<file path="config.mk">
export PLATFORM = sky130hd
export DESIGN_NAME = mealy_seq_detector_flat
export DESIGN_NICKNAME = d
export VERILOG_FILES = /design/src/rtl/mealy_seq_pkg.sv /design/src/rtl/mealy_seq_detector_if.sv /design/src/rtl/mealy_seq_detector_encoder.sv /design/src/rtl/mealy_seq_detector.sv /design/src/flat_wrapper.sv
export SDC_FILE = /design/constraint.sdc
export NUM_CORES = 1
export LEC_CHECK = 0
export CORE_UTILIZATION = 40
export CTS_CLUSTER_DIAMETER = 60
export DETAILED_ROUTE_END_ITERATION = 6
export PLACE_DENSITY = 0.72
export SETUP_SLACK_MARGIN = 0.02
export SYNTH_ARGS = -nofsm -noshare
export SYNTH_HDL_FRONTEND = slang
export SYNTH_SLANG_ARGS = --single-unit
export TNS_END_PERCENT = 30
</file>
<file path="constraint.sdc">
create_clock -name clk -period 4.33 [get_ports clk]
set_input_delay 0.433 -clock clk [delete_from_list [all_inputs] [get_ports clk]]
set_output_delay 0.433 -clock clk [all_outputs]
set_load 0.01 [all_outputs]
</file>
<file path="src/rtl/mealy_seq_pkg.sv">
// Shared types and width helpers for the parametrised Mealy sequence detector.
package mealy_seq_pkg;

  typedef enum logic {S_IDLE, S_RUN} state_t;

  typedef enum logic [1:0] {SYM_NONE, SYM_VALID, SYM_ILLEGAL} sym_class_t;

  function automatic int sym_w(input int num_in);
    return (num_in > 1) ? $clog2(num_in) : 1;
  endfunction

  function automatic int idx_w(input int max_len);
    return (max_len > 1) ? $clog2(max_len) : 1;
  endfunction

  function automatic int len_w(input int max_len);
    return $clog2(max_len) + 1;
  endfunction

endpackage

</file>
<file path="src/rtl/mealy_seq_detector_if.sv">
// Button, configuration and match-report signals of the sequence detector.
interface mealy_seq_detector_if
  import mealy_seq_pkg::*;
#(
  parameter int NUM_IN  = 2,
  parameter int MAX_LEN = 8,
  parameter int CNT_W   = 8
);
  localparam int SYM_W = sym_w(NUM_IN);
  localparam int IDX_W = idx_w(MAX_LEN);
  localparam int LEN_W = len_w(MAX_LEN);

  logic [NUM_IN-1:0] p;
  logic              arm;
  logic              disarm;
  logic              overlap;
  logic              cfg_we;
  logic [IDX_W-1:0]  cfg_idx;
  logic [SYM_W-1:0]  cfg_sym;
  logic [LEN_W-1:0]  cfg_len;
  logic              z;
  logic              z_q;
  logic [CNT_W-1:0]  match_cnt;
  logic              running;

  modport master (
    output p, arm, disarm, overlap, cfg_we, cfg_idx, cfg_sym, cfg_len,
    input  z, z_q, match_cnt, running
  );

  modport slave (
    input  p, arm, disarm, overlap, cfg_we, cfg_idx, cfg_sym, cfg_len,
    output z, z_q, match_cnt, running
  );

endinterface

</file>
<file path="src/rtl/mealy_seq_detector_encoder.sv">
// Combinational one-hot button decoder: symbol index plus none/valid/illegal class.
module onehot_sym_encoder
  import mealy_seq_pkg::*;
#(
  parameter int NUM_IN = 2,
  parameter int SYM_W  = sym_w(NUM_IN)
) (
  input  logic [NUM_IN-1:0] p,
  output logic [SYM_W-1:0]  sym,
  output sym_class_t        cls
);

  always_comb begin
    sym = '0;
    cls = SYM_NONE;
    if (p == '0) begin
      cls = SYM_NONE;
    end else if ((p & (p - NUM_IN'(1))) == '0) begin
      cls = SYM_VALID;
      for (int i = 0; i < NUM_IN; i++) begin
        if (p[i]) sym = SYM_W'(i);
      end
    end else begin
      cls = SYM_ILLEGAL;
    end
  end

endmodule

</file>
<file path="src/rtl/mealy_seq_detector.sv">
// Runtime-programmable Mealy sequence detector with overlap control, arming and
// a saturating match counter; z is asserted in the cycle the final symbol arrives.
module mealy_seq_detector
  import mealy_seq_pkg::*;
#(
  parameter int NUM_IN  = 2,
  parameter int MAX_LEN = 8,
  parameter int CNT_W   = 8
) (
  input logic                 clk,
  input logic                 reset_n,
  mealy_seq_detector_if.slave bus
);

  localparam int SYM_W    = sym_w(NUM_IN);
  localparam int IDX_W    = idx_w(MAX_LEN);
  localparam int LEN_W    = len_w(MAX_LEN);
  localparam int HIST_N   = (MAX_LEN > 1) ? MAX_LEN - 1 : 1;
  localparam int FILL_MAX = MAX_LEN - 1;

  state_t           state;
  logic [SYM_W-1:0] pattern [MAX_LEN];
  logic [SYM_W-1:0] hist [HIST_N];
  logic [LEN_W-1:0] len;
  logic [LEN_W-1:0] len_clamped;
  logic [LEN_W-1:0] fill;
  logic [SYM_W-1:0] sym;
  sym_class_t       sym_cls;
  logic             seq_ok;
  logic             fill_ok;
  logic             z;
  logic             z_reg;
  logic [CNT_W-1:0] cnt;

  onehot_sym_encoder #(.NUM_IN(NUM_IN), .SYM_W(SYM_W)) u_enc (
    .p   (bus.p),
    .sym (sym),
    .cls (sym_cls)
  );

  assign len_clamped = (int'(bus.cfg_len) > MAX_LEN) ? LEN_W'(MAX_LEN) : bus.cfg_len;
  assign fill_ok     = int'(fill) >= int'(len) - 1;

  // hist[0] is the newest symbol, so hist[k] lines up with pattern[len-2-k].
  always_comb begin
    seq_ok = (pattern[IDX_W'(int'(len) - 1)] == sym);
    for (int k = 0; k < HIST_N; k++) begin
      if ((k < int'(len) - 1) && (pattern[IDX_W'(int'(len) - 2 - k)] != hist[k])) begin
        seq_ok = 1'b0;
      end
    end
  end

  assign z = (state == S_RUN) && (sym_cls == SYM_VALID) && (len != '0) && fill_ok && seq_ok;

  assign bus.z         = z;
  assign bus.z_q       = z_reg;
  assign bus.match_cnt = cnt;
  assign bus.running   = (state == S_RUN);

  always_ff @(posedge clk or negedge reset_n) begin
    if (!reset_n) begin
      state <= S_IDLE;
      len   <= '0;
      fill  <= '0;
      z_reg <= 1'b0;
      cnt   <= '0;
      for (int i = 0; i < MAX_LEN; i++) pattern[i] <= '0;
    end else begin
      z_reg <= z;
      if (z && (cnt != '1)) cnt <= cnt + CNT_W'(1);
      case (state)
        S_IDLE: begin
          if (bus.cfg_we && (int'(bus.cfg_idx) < MAX_LEN)) pattern[bus.cfg_idx] <= bus.cfg_sym;
          if (bus.arm && !bus.disarm) begin
            state <= S_RUN;
            len   <= len_clamped;
            fill  <= '0;
            cnt   <= '0;
          end
        end
        S_RUN: begin
          if (bus.disarm) begin
            state <= S_IDLE;
            fill  <= '0;
          end else if (sym_cls == SYM_VALID) begin
            if (z && !bus.overlap) fill <= '0;
            else if (int'(fill) < FILL_MAX) fill <= fill + LEN_W'(1);
          end else if (sym_cls == SYM_ILLEGAL) begin
            fill <= '0;
          end
        end
        default: state <= S_IDLE;
      endcase
    end
  end

  // Symbol history carries no reset; fill decides how much of it is trusted.
  always_ff @(posedge clk) begin
    if ((state == S_RUN) && (sym_cls == SYM_VALID)) begin
      hist[0] <= sym;
      for (int k = 1; k < HIST_N; k++) hist[k] <= hist[k-1];
    end
  end

endmodule

</file>
<file path="src/flat_wrapper.sv">
// flat-port wrapper written by rule: the top's interface ports become plain ports
module mealy_seq_detector_flat import mealy_seq_pkg::*;
#(
  parameter int NUM_IN  = 2,
  parameter int MAX_LEN = 8,
  parameter int CNT_W   = 8
)
  (clk, reset_n, bus_p, bus_arm, bus_disarm, bus_overlap, bus_cfg_we, bus_cfg_idx, bus_cfg_sym, bus_cfg_len, bus_z, bus_z_q, bus_match_cnt, bus_running);
  mealy_seq_detector_if #(.NUM_IN(NUM_IN), .MAX_LEN(MAX_LEN), .CNT_W(CNT_W)) bus_i ();
  input logic clk;
  input logic reset_n;
  input wire logic [$bits(bus_i.p)-1:0] bus_p;
  input wire logic [$bits(bus_i.arm)-1:0] bus_arm;
  input wire logic [$bits(bus_i.disarm)-1:0] bus_disarm;
  input wire logic [$bits(bus_i.overlap)-1:0] bus_overlap;
  input wire logic [$bits(bus_i.cfg_we)-1:0] bus_cfg_we;
  input wire logic [$bits(bus_i.cfg_idx)-1:0] bus_cfg_idx;
  input wire logic [$bits(bus_i.cfg_sym)-1:0] bus_cfg_sym;
  input wire logic [$bits(bus_i.cfg_len)-1:0] bus_cfg_len;
  output wire logic [$bits(bus_i.z)-1:0] bus_z;
  output wire logic [$bits(bus_i.z_q)-1:0] bus_z_q;
  output wire logic [$bits(bus_i.match_cnt)-1:0] bus_match_cnt;
  output wire logic [$bits(bus_i.running)-1:0] bus_running;
  assign bus_i.p = bus_p;
  assign bus_i.arm = bus_arm;
  assign bus_i.disarm = bus_disarm;
  assign bus_i.overlap = bus_overlap;
  assign bus_i.cfg_we = bus_cfg_we;
  assign bus_i.cfg_idx = bus_cfg_idx;
  assign bus_i.cfg_sym = bus_cfg_sym;
  assign bus_i.cfg_len = bus_cfg_len;
  assign bus_z = bus_i.z;
  assign bus_z_q = bus_i.z_q;
  assign bus_match_cnt = bus_i.match_cnt;
  assign bus_running = bus_i.running;
  mealy_seq_detector #(.NUM_IN(NUM_IN), .MAX_LEN(MAX_LEN), .CNT_W(CNT_W)) u_core (.clk(clk), .reset_n(reset_n), .bus(bus_i));
endmodule
</file>
==> results.toml <==
[detailed_routing]
via_count = 1843
totalWireLength_um = 5120
wire_per_inst_um = 15.8
drt_iter0_markers = 107
drc_errors = 0
vias_per_cell = 5.67
postRouteAntennaNets = 0
dr.pass1.iters = 4

[cts]
post-cts-setup-buffers = 0
cts-buffers-inserted = 5
cts_resized = 0
holdBufCountCts = 0
clk_latency_ps = 290
cts_tree = "yes"
cts_sinks = 33
clkTransAtPathRegs_ps = 70
clockBufferDepth = 2
cts-root-buf = "clkbuf_8"
h-tree-depth = 2

[layout]
final_cells = 325
drive_gt1_share_pct = 13.0
seq_area_um2 = 861
syn_to_final_growth_pct = 17.4
filler_cell_count = 520
num_antenna_cells = 0
multi_input_comb_area_um2 = 1440
final_nets = 282

[power_and_ir_drop]
p_leak_nw = 1.13
ir_drop_mv = 0.179
combPwrFrac_pct = 42.9
swShare_pct = 35.3
power_density_nw_per_um2 = 390
power.share.sequential_pct = 36.3
pwr-share-clk_pct = 20.7
p_switching_w = 0.000386
intPower_w = 0.000707

[placement]
placed_cells_incl_taps = 317
dp.final_hpwl_um = 3750
dp_slack_ps = 582
place.gp.congestion = 0.794
portBuffers = 26

[sta]
final-hold-violation-count = 0
finalSetupTns_ps = 0
fmax_ghz = 0.244
rsz0062_at_grt = "false"
clock_skew_ps = 8.81
slew_viol_final = 0
setup_viol = 0
finalCritPeriodShare_pct = 94.5
max_slew.worst_pin.slew_ps = 615
finalCriticalPeriod_ps = 4090
setup_slack_ps = 238
relSlewSlack_pct = 59.0
hold_slack_ps = 487

[setup_path]
setup.worst_path.class = "reg2out"
crit_arrival_ps = 3660
reg2reg_slack_ps = 650
setup.worst_path.end_class = "output pin"
critPathMaxFanout = 12
worstPathRequired_ps = 3900
reg2reg_depth = 11
timing.rr.end = "u_core.bus.match_cnt[4]$_DFF_PN0_"
worstReg2RegStart = "u_core.len[2]$_DFFE_PN0P_"
cp-start-kind = "register"

[floorplan]
die_w_um = 79.2
start_util_pct = 42.3
pin_count = 27
core_area_um2 = 5640
dieArea_um2 = 6280
dieHeight_um = 79.2
rows = 27

[synth]
synth.distinct_cells = 49
synth.most_common_cell = "dfrtp_1"
async_flop_share_pct = 78.8
synth_top_cell_by_area = "dfrtp_1"
synthCells = 224
syn_area_per_cell_um2 = 10.7
yosys-top-cells-count = "dfrtp_1 (26), ha_1 (14), mux2i_1 (14)"
synth_top_area_share_pct = 27.3
yosys_warnings = 0
synth_area_um2 = 2390
synth_ff_type = "dfrtp_1"
synth.area.top_cells = "dfrtp_1 (27%), edfxtp_1 (8.8%), mux4_2 (7.6%)"
synth-seq-area-share_pct = 36.1
synth-edff-count = 7
synth_seq_cells = 33
syn-num-nets = 254

[status]
run_status = "finished, final reports clean"

[worst_hold_path]
holdPathEnd = "u_core.hist[3]$_DFFE_PP_"
hold_class = "reg2reg"
hold_depth = 0
min_from = "u_core.hist[2]$_DFFE_PP_"

[global_routing]
grt-ovfl-total = 0
grt_usage_pct = 18.0
grt_pass1_vias = 1743
antenna_found_initial = 0
grt_first_pass_wirelength_um = 8630
grt_max_degree = 27

[flow_run]
maxCapViolations = 0
-- through the flow --
step | power [W] | cell area [µm²] | util (%)
5_1_grt | 0.00116 | 2800 | 49.7
3_5_place_dp | 0.000862 | 2710 | 48.1
2_1_floorplan | 0.000751 | 2390 | -
6_report | 0.00109 | 2800 | 49.7
3_3_place_gp | 0.000851 | 2710 | 48.1
4_1_cts | 0.00109 | 2790 | 49.5
-- layout make-up --
class	instances	share of cell area [%]
timing repair buffer	30	10.4
sequential	33	30.7
tap	72	3.22
multi-input combinational	171	51.4
inverter	11	1.47
clock buffer	8	2.86
-- worst max-delay path, cell delays in order, from the launching register on --
cell and delay (ps):
dfrtp_1 480, inv_1 130, ha_1 690, mux4_2 580, mux2i_1 180, xor2_1 170, o22ai_1 80, and4bb_4 370
and2_1 150, clkdlybuf4s50_1 530
-- worst max-delay path by stage --
stage	from	endpoint	slack, ps	cells after the start
final	u_core.len[2]$_DFFE_PN0P_	bus_z	240	9
after global routing	u_core.len[2]$_DFFE_PN0P_	bus_z	60	9
after CTS	u_core.len[2]$_DFFE_PN0P_	bus_z	240	9
after detailed placement	u_core.len[2]$_DFFE_PN0P_	bus_z	580	9
after global placement	u_core.len[2]$_DFFE_PN0P_	bus_z	640	9
after floorplan	u_core.len[1]$_DFFE_PN0P_	u_core.bus.match_cnt[4]$_DFF_PN0_	1060	12
-- per-layer routing --
metal	vias to the layer above	routed length, µm	GRT usage (%)
met1	902	2450	24.5
met2	37	2410	28.2
met3	7	170	3.68
li1	897	-	-
met5	-	0	0
met4	0	94	7.09
-- kinds of logic after synthesis --
group	share of synthesized area, %
buffers and inverters	3.93
AO/OA/AOI/OAI	13.0
XOR/XNOR	5.51
multiplexers	18.3
AND/OR/NAND/NOR	15.8
adder cells (fa/ha/maj)	7.34
flip-flops	36.1
-- power by group through the flow --
stage	Combinational (W)	Clock (W)	Sequential, W
after floorplan	0.000369	0	0.000383
after global placement	0.000450	0	0.000402
after detailed placement	0.000460	0	0.000402
after CTS	0.000463	0.000233	0.000396
after global routing	0.000513	0.000244	0.000402
final	0.000469	0.000226	0.000397
-- state kept, by name, summed over array words and instances, names as in the netlist --
name / flops
u_core.bus.match_cnt: 8
u_core.bus.running: 1
u_core.bus.z_q: 1
u_core.len: 4
u_core.fill: 4
u_core.pattern: 8
u_core.hist: 7
-- placed cells by master (no fill, tap or decap), types with 4 or more instances in the layout --
master	n
clkdlybuf4s50_1	26
dfrtp_1	26
mux2i_1	14
ha_1	14
nor2_1	12
nand2_1	11
inv_1	10
o21ai_0	9
mux4_2	8
xor2_1	8
a21oi_1	8
nand3b_1	8
mux2_2	8
nand3_1	7
edfxtp_1	7
xnor2_1	6
clkbuf_8	5
nand2b_1	4
nor3_1	4
o22ai_1	4
o21ai_1	4
or3_1	4
buf_4	4
(Power assumes the default switching activity.)
